`config.mk`:
```
export PLATFORM = sky130hd
export DESIGN_NAME = stream_mux_n
export DESIGN_NICKNAME = d
export VERILOG_FILES = /design/src/rtl/stream_mux_n.sv
export SDC_FILE = /design/constraint.sdc
export NUM_CORES = 1
export LEC_CHECK = 0
export ABC_AREA = 1
export CORE_ASPECT_RATIO = 0.7
export CORE_MARGIN = 1
export CORE_UTILIZATION = 40
export CTS_BUF_LIST = sky130_fd_sc_hd__clkbuf_8 sky130_fd_sc_hd__clkbuf_16
export DETAILED_ROUTE_END_ITERATION = 8
export PLACE_DENSITY = 0.77
export SETUP_SLACK_MARGIN = 0.3
export SYNTH_ARGS = -nofsm -noshare
export SYNTH_HDL_FRONTEND = slang
export SYNTH_SLANG_ARGS = --single-unit
```
`constraint.sdc`:
```
create_clock -name clk -period 3.1 [get_ports clk]
set_clock_uncertainty 0.1 [all_clocks]
set_input_delay 0.465 -clock clk [delete_from_list [all_inputs] [get_ports clk]]
set_output_delay 0.465 -clock clk [all_outputs]
set_load 0.02 [all_outputs]
```
`src/rtl/stream_mux_n.sv`:
```
// stream_mux_n
// Registered N-channel stream multiplexer with a valid/ready handshake on every
// channel. One input channel is granted per cycle, chosen either by an explicit
// select (manual mode) or by round-robin arbitration. The granted word is loaded
// into a single output register that the consumer drains with s_ready_in.
//
// Ports:
//   clk          rising-edge clock
//   rst_n        synchronous active-low reset
//   a_in         packed channel data, channel i at [i*WIDTH +: WIDTH]
//   a_valid_in   per-channel valid
//   a_ready_out  per-channel ready (combinational, at most one bit set)
//   mode_in      0 = manual select via s_in, 1 = round-robin
//   s_in         manual channel select (values >= CHANNELS never grant)
//   s_out        registered output word
//   s_valid_out  output register holds a word
//   s_ready_in   consumer accepts the output word
//   s_chan_out   index of the channel that supplied s_out
module stream_mux_n #(
  parameter int WIDTH    = 8,
  parameter int CHANNELS = 4,
  parameter int SEL_W    = 2
) (
  input  logic                      clk,
  input  logic                      rst_n,
  input  logic [CHANNELS*WIDTH-1:0] a_in,
  input  logic [CHANNELS-1:0]       a_valid_in,
  output logic [CHANNELS-1:0]       a_ready_out,
  input  logic                      mode_in,
  input  logic [SEL_W-1:0]          s_in,
  output logic [WIDTH-1:0]          s_out,
  output logic                      s_valid_out,
  input  logic                      s_ready_in,
  output logic [SEL_W-1:0]          s_chan_out
);

  // Reset value of the round-robin pointer: pointing at the last channel makes
  // channel 0 the first candidate after reset.
  localparam logic [SEL_W-1:0] LAST_CH = SEL_W'(CHANNELS - 1);

  logic [WIDTH-1:0]    s_out_q, s_out_d;
  logic [SEL_W-1:0]    s_chan_q, s_chan_d;
  logic                s_valid_q, s_valid_d;
  logic [SEL_W-1:0]    rr_ptr_q, rr_ptr_d;

  logic [WIDTH-1:0]    chan_data [CHANNELS];
  logic [CHANNELS-1:0] man_req;
  logic                man_hit;
  logic [SEL_W-1:0]    man_idx;
  logic                rr_hit;
  logic [SEL_W-1:0]    rr_idx;
  logic [SEL_W-1:0]    rr_cand;
  logic                grant_hit;
  logic [SEL_W-1:0]    grant_idx;
  logic [CHANNELS-1:0] grant_onehot;
  logic                can_load;
  logic                xfer;
  logic [WIDTH-1:0]    load_data;

  // Unpack channel data and decode the manual select against each channel.
  // Comparing s_in against every legal index means an out-of-range select
  // simply matches nothing.
  generate
    for (genvar gi = 0; gi < CHANNELS; gi++) begin : g_chan
      assign chan_data[gi] = a_in[gi*WIDTH +: WIDTH];
      assign man_req[gi]   = a_valid_in[gi] && (s_in == SEL_W'(gi));
    end
  endgenerate

  always_comb begin
    man_hit = |man_req;
    man_idx = '0;
    for (int i = 0; i < CHANNELS; i++) begin
      if (man_req[i]) man_idx = SEL_W'(i);
    end
  end

  // Round-robin search: candidates rr_ptr+1, rr_ptr+2, ... wrapping, with
  // rr_ptr itself visited last (k = CHANNELS). First valid candidate wins.
  always_comb begin
    rr_hit  = 1'b0;
    rr_idx  = '0;
    rr_cand = '0;
    for (int k = 1; k <= CHANNELS; k++) begin
      rr_cand = SEL_W'((int'(rr_ptr_q) + k) % CHANNELS);
      for (int i = 0; i < CHANNELS; i++) begin
        if (!rr_hit && (rr_cand == SEL_W'(i)) && a_valid_in[i]) begin
          rr_hit = 1'b1;
          rr_idx = rr_cand;
        end
      end
    end
  end

  assign grant_hit = mode_in ? rr_hit : man_hit;
  assign grant_idx = mode_in ? rr_idx : man_idx;

  generate
    for (genvar gi = 0; gi < CHANNELS; gi++) begin : g_grant
      assign grant_onehot[gi] = grant_hit && (grant_idx == SEL_W'(gi));
    end
  endgenerate

  // The register may take a new word when empty or when its current word
  // retires in this same cycle (no bubble).
  assign can_load    = !s_valid_q || s_ready_in;
  assign a_ready_out = (rst_n && can_load) ? grant_onehot : '0;
  assign xfer        = rst_n && can_load && grant_hit;

  always_comb begin
    load_data = '0;
    for (int i = 0; i < CHANNELS; i++) begin
      if (grant_onehot[i]) load_data = chan_data[i];
    end
  end

  always_comb begin
    s_out_d   = s_out_q;
    s_chan_d  = s_chan_q;
    s_valid_d = s_valid_q;
    rr_ptr_d  = rr_ptr_q;
    // Retire first; a load in the same cycle overrides it below.
    if (s_valid_q && s_ready_in) s_valid_d = 1'b0;
    if (xfer) begin
      s_out_d   = load_data;
      s_chan_d  = grant_idx;
      s_valid_d = 1'b1;
      // Manual-mode transfers leave the arbitration history untouched.
      if (mode_in) rr_ptr_d = grant_idx;
    end
  end

  always_ff @(posedge clk) begin
    if (!rst_n) begin
      s_out_q   <= '0;
      s_chan_q  <= '0;
      s_valid_q <= 1'b0;
      rr_ptr_q  <= LAST_CH;
    end else begin
      s_out_q   <= s_out_d;
      s_chan_q  <= s_chan_d;
      s_valid_q <= s_valid_d;
      rr_ptr_q  <= rr_ptr_d;
    end
  end

  assign s_out       = s_out_q;
  assign s_chan_out  = s_chan_q;
  assign s_valid_out = s_valid_q;

endmodule

```
==> impl_metrics.yaml, run 1 <==
critical_path:
  end_kind: "output pin"
  endpoint: "a_ready_out[1]"
  worstPathRequired_ns: 2.53
  crit_fanout: 4
  path_class: "reg -> out"
  crit_start: "rr_ptr_q[0]$_SDFFE_PN1P_"
  cp-start-kind: "register"
  r2r_start: "rr_ptr_q[0]$_SDFFE_PN1P_"
  r2r_end: "s_out[2]$_SDFFE_PN0P_"
  worst-r2r-cell-count: 20
  cp.arrival_ns: 2.45
  r2r_slack_ns: 0.21
synth:
  synth_nets: 256
  yosysWarnings: 0
  syn_inst: 209
  synth_ff_type: "dfxtp_1"
  synth_top_area_share_pct: 19.9
  synth_top_cell_by_area: "dfxtp_1"
  synth_most_common_cell: "nand2_1"
  async_flop_share_pct: 0
  synth_area_per_cell_um2: 6.26
  ys_ff_latch: 13
  synth_edf_count: 0
  synth_seq_area_share_pct: 19.9
  synth.top_cells.by_area: "dfxtp_1, nand2_1, nand3_1, nor2_1, inv_1"
  synth_cell_type_count: 23
  synthTopCellsByCount: "nand2_1, nand3_1, nor2_1, inv_1, dfxtp_1"
  synth.cell_area_um2: 1310
final_layout:
  diodes: 0
  multi_input_area_um2: 1040
  drive_gt1_share_pct: 31.4
  synthToLayoutAreaGrowth_pct: 79.7
  final_nets: 347
  fin_util_pct: 79.8
  register_area_um2: 268
  fill_cells: 206
  fin_cells: 335
  fin_area_um2: 2350
placement:
  place.gp.congestion: 0.913
  io_buffers: 56
  placed_cells: 321
  dp.final_hpwl_um: 3270
  placed_cell_area_um2: 2060
timing:
  rsz0062_at_grt: "yes"
  setup_viol: 0
  hold_viol: 0
  max-slew-margin-rel_pct: 74.7
  setup-tns-final_ns: 0
  max_freq_ghz: 0.331
  post-route-period-util_pct: 97.4
  final.min_clock_period_ns: 3.02
  worst-slew-pin-transition_ns: 0.377
  slew_viol_final: 0
floorplan:
  rows: 16
  pin_count: 57
  core_um2: 2940
  die_area_um2: 3510
  die_h_um: 49.8
  fp.dieW_um: 70.3
  start_util_pct: 44.4
clock_tree:
  clockBufferDepth: 2
  clk_transition_reported_paths_ns: 0.06
  hold_buffers: 0
  cts_htree_levels: 1
  cts-root-buf: "clkbuf_8"
  cts_buffers: 3
  cts_tree: "yes"
  cts.sinks: 13
  clock_latency_ns: 0.25
routing:
  wl_um: 4470
  drt_iter0_drc: 103
  via_per_inst: 5.14
  drt_first_pass_iters: 4
  drc: 0
  detail-route-antenna-nets: 0
  post_drt_wl_per_cell_um: 13.4
  vias: 1723
global_route:
  grt_pass1_vias: 1539
  grt_usage_pct: 25.9
  grt_pass1_wl_um: 7130
  antenna_found_initial: 0
  overflow: 0
  grt_start_max_net_pins: 19
job:
  maxCapViolCount: 0
power_and_ir_drop:
  leakagePower_nw: 1.10
  power_mw: 1.00
  ir_drop_mv: 0.204
  p_per_area_nw_per_um2: 427
min_path:
  hp-start: "s_chan_out[1]$_SDFFE_PN0P_"
  hp-class: "reg -> reg"
run_status:
  status: "complete, no violations"
flip-flops by register name, indices dropped and copies added (netlist names):
register     cells
s_out            8
rr_ptr_q         2
s_chan_out       2
s_valid_out      1
cells by family (layout without fill, tap and decap cells):
kind of cell    count (synthesis)  after routing  synth area share, %
compound gates                 20             20                 8.61
fa+ha+maj                       5              5                 4.78
buf+inv                        30            120                 12.8
flops                          13             13                 19.9
simple gates                  141            141                 53.9
layer usage:
layer,global-route usage (%),wire [um],vias to the layer above
met3,4.29,331,8
met5,0,0,-
met1,37.9,2060,778
li1,-,-,865
met2,40.2,2050,72
met4,4.33,40,0
power breakdown:
part	internal (mW)	switching, mW
clock network	0.0876	0.0656
registers	0.194	0.0186
logic	0.300	0.339
total	0.581	0.423
critical path, cell delays in order, from the launching register on:
cell and delay, ns:
dfxtp_4 0.41, inv_6 0.06, ha_4 0.17, nand2_2 0.06
nand2_2 0.08, nor2_4 0.16, nand4_1 0.13, a21oi_2 0.23
nand4_1 0.13, nand2_2 0.14, nand2_2 0.08, nand2_4 0.09
o21ai_4 0.08, buf_6 0.13, nor3_4 0.12, buf_6 0.14
cell type report:
type	count	area share [%]
multi-input cells	166	44.1
well taps	36	1.92
clock buffers	3	1.76
inverters	24	4.15
repair buffers	92	36.5
flip-flops and latches	13	11.4
clock inverters	1	0.160
worst min path at each step:
stage,slack (ns),endpoint,cells past startpoint
5_1_grt,0.43,s_chan_out[1]$_SDFFE_PN0P_,2
6_report,0.38,s_chan_out[1]$_SDFFE_PN0P_,2
3_5_place_dp,0.38,s_chan_out[1]$_SDFFE_PN0P_,2
3_3_place_gp,0.37,s_chan_out[1]$_SDFFE_PN0P_,2
2_1_floorplan,0.45,s_chan_out[1]$_SDFFE_PN0P_,2
4_1_cts,0.38,s_chan_out[1]$_SDFFE_PN0P_,2
per-stage QoR:
step,hold WS (ns),worst slack [ns]
after CTS,0.383,0.146
after detailed placement,0.377,-0.474
after global routing,0.426,-0.0410
after floorplan,0.448,0.310
final,0.383,0.0806
after global placement,0.366,-0.337
repair_timing:
item                       CTS  global route
pin swaps                    9            22
gates resized for setup     52            17
buffers inserted             6             4
setup endpoints to repair   12            13
gates cloned                 0             0
cell usage in the layout, fill, tap and decap left out, drive strengths merged, types with 9 or more instances in the layout:
cell type	instances
nand4	11
inv	25
nor2	30
clkdlybuf4s50	48
dfxtp	13
a21oi	9
buf	40
nand3	29
nand2	66
o21ai	10
No activity file was read; power rests on OpenSTA's default activity.
==> run 2, diff against run 1 <==
Settings changed: CORE_MARGIN 1 to 2.
==> run 2 against run 1 <==
Against the previous run:
- die area grew 7.0%
- worst setup slack lost 0.037 ns
- routed wire length grew 17%
- critical path depth grew 1
- via count grew 5.0%
- global-route usage shrank 0.37 points
- total power grew 2.0%
- sequential share of layout area shrank 0.27 points
- design area grew 1.4%
- sequential cell count is the same
- count of clock-buffer cells in the layout is the same
- largest cell class unchanged
==> impl_metrics.yaml, run 2 (synthesis gave the netlist of run 1 again) <==
timing:
  setup_viol: 0
  max_freq_ghz: 0.327
  post-route-period-util_pct: 98.6
  final.min_clock_period_ns: 3.06
  hold_viol: 0
  max-slew-margin-rel_pct: 73.8
  slew_viol_final: 0
  worst-slew-pin-transition_ns: 0.388
  layout_setup_ws_ns: 0.0437
  rsz0062_at_grt: "yes"
global_route:
  grt_pass1_wl_um: 7300
  overflow: 0
  grt_start_max_net_pins: 19
  antenna_found_initial: 0
  grt_pass1_vias: 1595
  grt_usage_pct: 25.5
critical_path:
  cp.arrival_ns: 2.49
  path_class: "reg -> out"
  crit_fanout: 5
  worstPathRequired_ns: 2.53
  cp-start-kind: "register"
  end_kind: "output pin"
routing:
  via_per_inst: 5.34
  vias: 1809
  drc: 0
  drt_iter0_drc: 172
  wl_um: 5240
  detail-route-antenna-nets: 0
  drt_first_pass_iters: 4
  post_drt_wl_per_cell_um: 15.5
placement:
  place.gp.congestion: 0.892
  pre_cts_slack_ns: -0.415
  io_buffers: 56
  dp.final_hpwl_um: 3230
run_status:
  status: "complete, no violations"
clock_tree:
  cts-root-buf: "clkbuf_8"
  clockBufferDepth: 2
  cts_tree: "yes"
  cts_htree_levels: 1
  cts_buffers: 3
  hold_buffers: 0
  clock_latency_ns: 0.25
  cts.sinks: 13
  clk_transition_reported_paths_ns: 0.06
final_layout:
  layout_common_cells: "clkdlybuf4s50_1, nand2_1, buf_4"
  diodes: 0
  final_common_cell: "clkdlybuf4s50_1"
  largest_reg_flops: 8
  final_nets: 349
  synthToLayoutAreaGrowth_pct: 82.3
  fill_cells: 219
  drive_gt1_share_pct: 33.9
power_and_ir_drop:
  p_per_area_nw_per_um2: 430
  ir_drop_mv: 0.262
  leakagePower_nw: 1.12
  power_mw: 1.02
floorplan:
  die_h_um: 51.8
  core_um2: 3130
  fp.dieW_um: 72.3
  start_util_pct: 41.8
  rows: 17
  pin_count: 57
  die_area_um2: 3750
job:
  maxCapViolCount: 0
min_path:
  hp-class: "reg -> reg"
run 2: cell types whose count changed in the layout (fill, tap and decap cells not counted), sizes merged:
cell and delta:
buf +2
run 2: path summary, 6_finish.rpt:
kind                                            startpoint                          to  slack, ns  cells after the start
worst max-delay path              rr_ptr_q[0]$_SDFFE_PN1P_              a_ready_out[3]       0.04                     16
worst min-delay path            s_chan_out[1]$_SDFFE_PN0P_  s_chan_out[1]$_SDFFE_PN0P_       0.38                      2
worst max register to register    rr_ptr_q[0]$_SDFFE_PN1P_       s_out[5]$_SDFFE_PN0P_       0.26                     21
worst min register to register  s_chan_out[1]$_SDFFE_PN0P_  s_chan_out[1]$_SDFFE_PN0P_       0.38                      2
run 2: power by group:
group,internal [mW],leakage (nW),total (mW),switching [mW]
Clock,0.0875,0.0269,0.150,0.0628
Sequential,0.194,0.108,0.212,0.0182
Combinational,0.301,0.988,0.662,0.361
Total,0.582,1.12,1.02,0.442
run 2: layout make-up:
class                      instances  area (um2)  area share (%)
sequential                        13         265            11.1
multi-input combinational        166        1060            44.6
tap                               38        47.5            1.99
timing repair buffer              94         866            36.3
clock inverter                     1        3.75           0.157
inverter                          24        97.6            4.09
clock buffer                       3        41.3            1.73
run 2: critical path, stage by stage (launching register included):
cell     delay (ns)
dfxtp_4        0.42
inv_6          0.06
ha_4           0.17
nand2_2        0.08
nand2_2        0.07
nor2_4         0.16
nand3_2        0.11
nor2_4         0.12
nand3_2        0.11
nand4_1        0.12
nand2_2        0.11
nand2_2        0.10
nand2_4        0.07
o21ai_4        0.20
nand2_4        0.11
nor2_4         0.11
buf_6          0.12
run 2: routing by layer:
layer	global-route usage, %	vias to the layer above	share of wire [%]
met3	4.46	12	7.1
li1	-	870	-
met2	42.7	92	50
met5	0	-	0
met1	33.3	835	41
met4	8.81	0	1.7
run 2: what timing repair did:
| item | 4_1_cts | 5_1_grt |
|---|---|---|
| setup buffers | 3 | 6 |
| setup endpoints to repair | 8 | 12 |
| pin swaps | 16 | 24 |
| hold endpoints to repair | 0 | 0 |
| gates resized for setup | 52 | 23 |
run 2: stage by stage:
stage | TNS [ns] | util, % | hold WS (ns) | cells | area (um2)
after global routing | -0.103 | 76.2 | 0.428 | 339 | 2380
after global placement | -1.38 | 67.2 | 0.363 | 326 | 2100
after CTS | 0 | 72.1 | 0.382 | 333 | 2250
final | 0 | 76.2 | 0.383 | 339 | 2380
after floorplan | 0 | - | 0.448 | 209 | 1340
after detailed placement | -1.62 | 67.2 | 0.366 | 326 | 2100
